$ cat src/rtl/spd_pkg.sv
// rtl/spd_pkg.sv - shared defaults and control state type for serial_pattern_detector
package spd_pkg;

    localparam int         SPD_PAT_W_DEF   = 4;
    localparam logic [3:0] SPD_PAT_RST_DEF = 4'b1001;
    localparam int         SPD_CNT_W_DEF   = 8;

    // FILL: not enough bits gathered to complete a pattern; ARMED: next accepted bit may match
    typedef enum logic {
        SPD_FILL,
        SPD_ARMED
    } spd_state_t;

endpackage

$ cat src/rtl/spd_sat_counter.sv
// rtl/spd_sat_counter.sv - generic saturating counter with clear priority over increment
module spd_sat_counter #(
    parameter int CNT_W = 8
) (
    input  logic             clock,
    input  logic             reset,
    input  logic             inc,
    input  logic             clr,
    output logic [CNT_W-1:0] count
);

    // clear wins over increment; increment stops at all-ones instead of wrapping
    always_ff @(posedge clock) begin
        if (reset || clr) begin
            count <= '0;
        end else if (inc && (count != {CNT_W{1'b1}})) begin
            count <= count + CNT_W'(1);
        end
    end

endmodule

$ cat src/rtl/serial_pattern_detector.sv
// rtl/serial_pattern_detector.sv - runtime-loadable serial pattern detector; match counter built only with SPD_MATCH_CNT_EN
module serial_pattern_detector
    import spd_pkg::*;
#(
    parameter int               PAT_W   = SPD_PAT_W_DEF,
    parameter logic [PAT_W-1:0] PAT_RST = PAT_W'(SPD_PAT_RST_DEF),
    parameter int               CNT_W   = SPD_CNT_W_DEF
) (
    input  logic             clock,
    input  logic             reset,
    input  logic             valid_in,
    input  logic             i,
    input  logic             pattern_load,
    input  logic [PAT_W-1:0] pattern_in,
    input  logic             overlap_en,
    input  logic             count_clr,
    output logic             match,
    output logic [CNT_W-1:0] match_count,
    output logic [PAT_W-1:0] pattern_q
);

    localparam int               FW       = $clog2(PAT_W + 1);
    localparam logic [FW-1:0]    FILL_MAX = FW'(PAT_W);
    localparam logic [FW-1:0]    ARM_AT   = FW'(PAT_W - 2);

    spd_state_t       state_q, state_d;
    logic [PAT_W-1:0] history_q, history_d;
    logic [FW-1:0]    fill_q, fill_d;
    logic [PAT_W-1:0] pattern_d;
    logic             match_d;
    logic [PAT_W-1:0] shifted;

    assign shifted = {history_q[PAT_W-2:0], i};

    // state register; reset drops any partial match and restores the reset pattern
    always_ff @(posedge clock) begin
        if (reset) begin
            state_q   <= SPD_FILL;
            history_q <= '0;
            fill_q    <= '0;
            pattern_q <= PAT_RST;
            match     <= 1'b0;
        end else begin
            state_q   <= state_d;
            history_q <= history_d;
            fill_q    <= fill_d;
            pattern_q <= pattern_d;
            match     <= match_d;
        end
    end

    // next-state: a load beats an incoming bit; ARMED means enough history to complete a match
    always_comb begin
        state_d   = state_q;
        history_d = history_q;
        fill_d    = fill_q;
        pattern_d = pattern_q;
        match_d   = 1'b0;
        if (pattern_load) begin
            pattern_d = pattern_in;
            history_d = '0;
            fill_d    = '0;
            state_d   = SPD_FILL;
        end else if (valid_in) begin
            history_d = shifted;
            fill_d    = (fill_q == FILL_MAX) ? fill_q : fill_q + FW'(1);
            if ((state_q == SPD_ARMED) && (shifted == pattern_q)) begin
                match_d = 1'b1;
                if (!overlap_en) begin
                    history_d = '0;
                    fill_d    = '0;
                    state_d   = SPD_FILL;
                end
            end else if ((state_q == SPD_FILL) && (fill_q == ARM_AT)) begin
                state_d = SPD_ARMED;
            end
        end
    end

`ifdef SPD_MATCH_CNT_EN
    spd_sat_counter #(
        .CNT_W (CNT_W)
    ) u_match_cnt (
        .clock (clock),
        .reset (reset),
        .inc   (match),
        .clr   (count_clr),
        .count (match_count)
    );
`else
    logic unused_count_clr;
    assign unused_count_clr = count_clr;
    assign match_count      = '0;
`endif

endmodule

$ cat config.mk
export PLATFORM = sky130hd
export DESIGN_NAME = serial_pattern_detector
export DESIGN_NICKNAME = d
export VERILOG_FILES = /design/src/rtl/spd_pkg.sv /design/src/rtl/spd_sat_counter.sv /design/src/rtl/serial_pattern_detector.sv
export SDC_FILE = /design/constraint.sdc
export NUM_CORES = 1
export LEC_CHECK = 0
export ABC_AREA = 1
export CORE_UTILIZATION = 44
export CTS_CLUSTER_DIAMETER = 30
export DETAILED_ROUTE_END_ITERATION = 7
export GPL_TIMING_DRIVEN = 0
export PLACE_DENSITY_LB_ADDON = 0.08
export SLEW_MARGIN = 10
export SYNTH_ARGS = -nofsm -noshare
export SYNTH_HDL_FRONTEND = slang
export SYNTH_SLANG_ARGS = --single-unit
$ cat constraint.sdc
create_clock -name clock -period 1.34 [get_ports clock]
set_input_delay 0.335 -clock clock [delete_from_list [all_inputs] [get_ports clock]]
set_output_delay 0.335 -clock clock [all_outputs]
set_load 0.03 [all_outputs]
==> results of run 1 <==
[registers in the layout (all words and copies together), names as in the netlist]
register and flops:
pattern_q 4, history_q 3, fill_q 3, state_q 1, match 1
[cell type report]
cell class | instances | share of cell area (%)
buffer | 9 | 7.66
clock buffer | 4 | 3.90
inverter | 22 | 9.41
multi-input combinational | 61 | 37.8
sequential | 12 | 25.8
tap | 16 | 2.15
timing repair buffer | 13 | 13.3
[stage by stage]
step                      util (%)  instances  setup TNS, ns  power, mW
after floorplan                  -        104              0      0.524
after global placement        59.1        133          -1.59      0.580
after detailed placement      59.1        133          -1.63      0.581
after CTS                     61.7        137              0      0.861
after global routing          61.1        137        -0.0106      0.895
final                         61.1        137              0      0.844
[path summary, 6_finish.rpt]
path | startpoint | endpoint | slack [ns] | depth (start not counted)
max | match$_SDFF_PP0_ | match | 0.06 | 1
min | valid_in | match$_SDFF_PP0_ | 0.33 | 3
max reg2reg | fill_q[0]$_SDFFE_PP0P_ | fill_q[0]$_SDFFE_PP0P_ | 0.10 | 7
min reg2reg | state_q$_SDFFE_PP0P_ | state_q$_SDFFE_PP0P_ | 0.47 | 2
[Yosys cell counts]
cell / instances
nand4_4: 1
buf_6: 1
nand2_2: 2
buf_4: 8
a21oi_1: 4
a31oi_1: 1
o21ai_0: 7
inv_6: 1
nor2_4: 2
dfxtp_1: 12
nand3_1: 1
nor3_2: 1
ha_1: 3
o21ai_1: 3
xor2_1: 1
inv_1: 21
nand3_2: 1
nand4_1: 1
conb_1: 1
a21oi_2: 1
nand2_1: 16
a21oi_4: 1
nor2_1: 7
[logic make-up after synthesis]
kind of cell,Yosys count
AOI/OAI and AO/OA,17
xor gates and xnor gates,1
adders and majority gates,3
buffers and inverters,31
DFF,12
other,1
and+or+nand+nor,32
[repair_timing]
| item | in CTS | in global routing |
|---|---|---|
| setup endpoints to repair | 5 | 5 |
| resized for setup | 12 | 4 |
| hold endpoints to repair | 0 | 0 |
| hold buffers | 0 | 0 |
[power breakdown]
group          switching, mW  total [mW]  internal [mW]
logic                  0.111       0.185         0.0742
clock network          0.112       0.277          0.165
registers             0.0112       0.383          0.371
total                  0.233       0.844          0.611
[per-layer routing]
layer  track usage [%]  part of all wire (%)  vias up
li1                  -                     -      328
met1              18.2                    49      235
met2              21.2                    43       15
met3              6.90                   7.0        2
met4              5.63                   1.2        0
met5                 0                     0        -
==> key figures, run 1 <==
Critical path
  • Crit path kind: flop to output port
  • CP arrival: 0.95 ns
  • Critical path peak fanout: 1
  • Crit-path slowest cell: dlygate4sd2_1
  • CP Buf/Inv Count: 1
  • Critical Path, Cell by Cell: dlygate4sd2_1
  • Worst Path Required: 1.00 ns
  • Crit path max-delay family: buffers and inverters
  • Critical Path End Type: output port
  • Crit path largest cell delay: 0.38 ns
  • Worst Setup Start Kind: flop

Synth
  • #FFs+latches synth: 12
  • Gate Count Post-Synth: 97
  • Cell taking the most area after synthesis: dfxtp_1
  • Mapped cell area: 724 µm²
  • Post-Synth Simple-Gate Area: 24.0%
  • Ranking of synthesized cells by area: dfxtp_1 33%, inv_1 11%, buf_4 8.3%
  • Post-synthesis mux area share: 0%
  • Post-Synth Adder-Cell Area: 5.18%
  • Compound-gate portion of the synthesized area: 14.0%
  • Main combinational cell family by area after synthesis: simple AND/OR/NAND/NOR gates
  • Post-synth top area share: 33.2%
  • Register area share after synthesis: 33.2%
  • Synth cell types: 23
  • Synth Area in XOR/XNOR: 1.21%
  • Avg Cell Area, Syn: 7.47 µm²
  • Synth warn: 0

Clocking
  • Insertion delay to the later sink of the worst-skew pair: 0.27 ns
  • Post-CTS setup buffer count: 0
  • Clock root cell: clkbuf_4
  • TritonCTS clock tree: built
  • Inserted Clock Buffers: 3
  • Clock Path Buffers: 2
  • Clk slew on worst S/H paths: 0.07 ns
  • H-tree levels: 1
  • CTS Sinks: 12

Die
  • Core footprint: 0.00152 mm²
  • Die Ht: 42.6 µm
  • # rows: 14
  • # IOs: 24
  • Initial Utilization: 47.5%
  • Die area: 0.00181 mm²
  • Die width: 42.6 µm

GRT
  • Overflow after GRT: 0
  • Global-route wire length before repair: 1950 µm
  • Vias in the first global route: 495
  • Initial antenna violation count: 0
  • Gr usage total: 14.5%
  • Largest net degree at the start of global routing: 10

Finish
  • Footprint of the multi-input gates: 352 µm²
  • Syn-to-layout area delta: 28.5%
  • Share of cells above drive strength 1: 22.3%
  • FF/Latch Area: 240 µm²
  • Commonest non-fill, non-tap cell in the layout: inv_1
  • Most frequent cells in the layout: 21 x inv_1, 16 x nand2_1, 12 x dfxtp_1
  • Final instance area: 931 µm²
  • Total Nets Final: 136
  • Fill cell total of the finished layout: 150
  • # diodes: 0

Pwr
  • Power Dens Cells: 907 mW/mm²
  • Maximum vdd drop: 611 µV
  • Lkg Pwr: 0.498 nW

Route
  • Vias post-DR: 580
  • # DRC: 0
  • DR pass1 iterations: 2
  • Initial DRC Count: 2
  • Drt total wl: 1120 µm
  • Vias per cell: 4.23
  • Wire length per cell: 8.18 µm
  • Antenna-violating nets left: 0

STA
  • Endpoints failing hold: 0
  • Final setup margin: 0.0575 ns
  • RSZ-0062 raised after global routing: true
  • Fmax: 0.780 GHz
  • Setup violations, final: 0
  • Fin crit share: 95.7%
  • Crit path time final: 1.28 ns
  • Final Skew: 0.00367 ns
  • Max Slew Vio Count: 0
  • WHS: 0.335 ns

Status
  • Status: complete, no violations

Job
  • Maxcap violations: 0

Placement
  • # port buffers: 13
  • Area after DPL: 901 µm²
  • RePlAce Congestion: 0.790
  • Placement Setup Slack: -0.221 ns
  • HPWL Detailed: 935 µm

Worst hold path
  • Hold Path Class: input pin to flop
Power figures use the tool's default switching activity.
==> run 2: changes to the inputs <==
Settings changed: CORE_UTILIZATION 44 to 39.
Clock period 1.34 ns to 1.15 ns, I/O delays scaled along.
==> run 2 against run 1 <==
Utilization shrank 4.8 points; worst setup slack got worse by 0.016 ns; sequential share of layout area down 0.32 points.
==> key figures, run 2 (synthesized netlist as in run 1, its figures left out) <==
Route
  • DR pass1 iterations: 4 (+2)
  • # DRC: 0 (unchanged)
  • Antenna-violating nets left: 0 (unchanged)
  • Drt total wl: 1230 µm (+9.7%)
  • Vias per cell: 4.03 (-4.7%)
  • Vias post-DR: 601 (+3.6%)
  • Initial DRC Count: 4 (+2)
  • Wire length per cell: 8.26 µm (+0.89%)

Die
  • Die width: 45.1 µm (+5.9%)
  • Die Ht: 45.1 µm (+5.9%)
  • Initial Utilization: 42.0% (-5.6 points)
  • # IOs: 24 (unchanged)
  • Core footprint: 0.00173 mm² (+13%)
  • # rows: 15 (+1)
  • Die area: 0.00203 mm² (+12%)

STA
  • Max Slew Vio Count: 0 (unchanged)
  • Setup violations, final: 0 (unchanged)
  • WHS: 0.274 ns (-0.0602 ns)
  • Fin crit share: 96.3%
  • RSZ-0062 raised after global routing: true
  • Final setup margin: 0.0420 ns (-0.0155 ns)
  • Fmax: 0.903 GHz
  • Crit path time final: 1.11 ns
  • Endpoints failing hold: 0 (unchanged)
  • TNS Setup: 0 ns (unchanged)
  • Final Skew: 0.000698 ns (-0.00297 ns)

Worst hold path
  • Hold Path Class: input pin to flop

Critical path
  • CP Buf/Inv Count: 2 (+1)
  • Critical Path, Cell by Cell: inv_1 > ha_4 > a21oi_4 > xor2_1 > nor2_1 > nand2_1 > inv_1
  • Crit path kind: flop to flop
  • CP arrival: 1.28 ns (+0.33 ns)
  • Crit path top cell by count: inv_1
  • Crit path max-delay family: flip-flops
  • Critical Path End Type: flop
  • Worst Setup Start Kind: flop
  • Crit path largest cell delay: 0.33 ns (-0.05 ns)
  • Crit-path slowest cell: dfxtp_2
  • Worst Path Required: 1.33 ns (+0.33 ns)
  • Critical path peak fanout: 3 (+2)

Finish
  • Fill cell total of the finished layout: 176 (+17%)
  • Share of cells above drive strength 1: 33.1% (+11 points)
  • Finished Layout Cells: 149 (+8.8%)
  • Total Nets Final: 139 (+2.2%)
  • Commonest non-fill, non-tap cell in the layout: inv_1
  • Largest register by flop count: pattern_q
  • Most frequent cells in the layout: 19 x inv_1, 15 x nand2_1, 12 x buf_4
  • Fin util: 56.3% (-4.8 points)
  • Max reg flops: 4 (unchanged)
  • Largest regs: pattern_q: 4 flops, fill_q: 3 flops, history_q: 3 flops
  • Syn-to-layout area delta: 34.2%
  • Final instance area: 972 µm² (+4.4%)
  • # diodes: 0 (unchanged)

GRT
  • Vias in the first global route: 468 (-5.5%)
  • Initial antenna violation count: 0 (unchanged)
  • Global-route wire length before repair: 1920 µm (-1.7%)
  • Gr usage total: 13.8% (-0.65 points)
  • Overflow after GRT: 0 (unchanged)
  • Largest net degree at the start of global routing: 10 (unchanged)

Placement
  • HPWL Detailed: 978 µm (+4.6%)
  • Placement Setup Slack: -0.393 ns (-0.172 ns)
  • # port buffers: 13 (unchanged)
  • RePlAce Congestion: 0.667 (-16%)
  • # placed instances: 142 (+6.8%)
  • Area after DPL: 918 µm² (+1.9%)

Pwr
  • Pwr Total: 1.01 mW (+20%)
  • Power Dens Cells: 1040 mW/mm² (+15%)
  • Lkg Pwr: 0.511 nW (+2.5%)
  • Maximum vdd drop: 853 µV (+40%)

Job
  • Maxcap violations: 0 (unchanged)

Clocking
  • Hold_buf cts: 0 (unchanged)
  • Inserted Clock Buffers: 3 (unchanged)
  • Insertion delay to the later sink of the worst-skew pair: 0.27 ns (about the same)
  • Clock root cell: clkbuf_4
  • Clk slew on worst S/H paths: 0.07 ns (about the same)
  • CTS Sinks: 12 (unchanged)
  • Clock Path Buffers: 2 (unchanged)
  • H-tree levels: 1 (unchanged)
  • TritonCTS clock tree: built

Status
  • Status: complete, no violations
[run 2: cell count changes in the layout (fill, tap and decap cells not counted), moves of 2 or more]
| cell | before | now |
|---|---|---|
| buf_2 | 1 | 4 |
| buf_4 | 8 | 12 |
| dfxtp_2 | 0 | 6 |
| clkdlybuf4s15_2 | 2 | 0 |
| dfxtp_1 | 12 | 6 |
| inv_1 | 21 | 19 |
| inv_2 | 0 | 2 |
[run 2: layer usage]
| metal | vias up | part of all wire [%] | GRT usage (%) |
|---|---|---|---|
| li1 | 334 | - | - |
| met1 | 245 | 47 | 17.2 |
| met2 | 17 | 43 | 19.1 |
| met3 | 5 | 7.2 | 6.00 |
| met4 | 0 | 2.3 | 9.09 |
| met5 | - | 0 | 0 |
[run 2: cell type report]
cell class	instances	area [µm²]	share of cell area, %
Inverter	22	87.6	9.01
Buffer	9	71.3	7.34
Sequential cell	12	248	25.5
Timing Repair Buffer	16	131	13.5
Tap cell	25	31.3	3.22
Clock buffer	4	36.3	3.73
Multi-Input combinational cell	61	367	37.7
[run 2: worst min-delay path: stages]
cell and delay (ns):
buf_6 0.12, inv_6 0.06, nor3_2 0.03
[run 2: where the power goes]
part	internal [mW]	switching (mW)
sequential	0.435	0.0117
clock	0.193	0.142
combinational	0.0929	0.136
[run 2: repair_timing]
action	in CTS	in global routing
gates resized for setup	30	5
buffers inserted	3	0
endpoints found under the setup margin	12	8
pin swaps	6	5
[run 2: worst paths after layout]
path	depth (start not counted)	slack, ns	to	startpoint
worst max-delay path	7	0.04	fill_q[0]$_SDFFE_PP0P_	fill_q[1]$_SDFFE_PP0P_
worst min-delay path	3	0.27	match$_SDFF_PP0_	valid_in
worst max register to register	7	0.04	fill_q[0]$_SDFFE_PP0P_	fill_q[1]$_SDFFE_PP0P_
worst min register to register	2	0.49	state_q$_SDFFE_PP0P_	state_q$_SDFFE_PP0P_
==> run 3: changes to the inputs <==
Settings changed: MAX_ROUTING_LAYER set to met4.
==> results of run 3 <==
The final DEF is identical to that of run 2; final timing and power are the same.
Main changes from that run: final weighted congestion in routability-driven placement 0.667 -> 0.673; overall routing resource usage 13.8% -> 14.2%
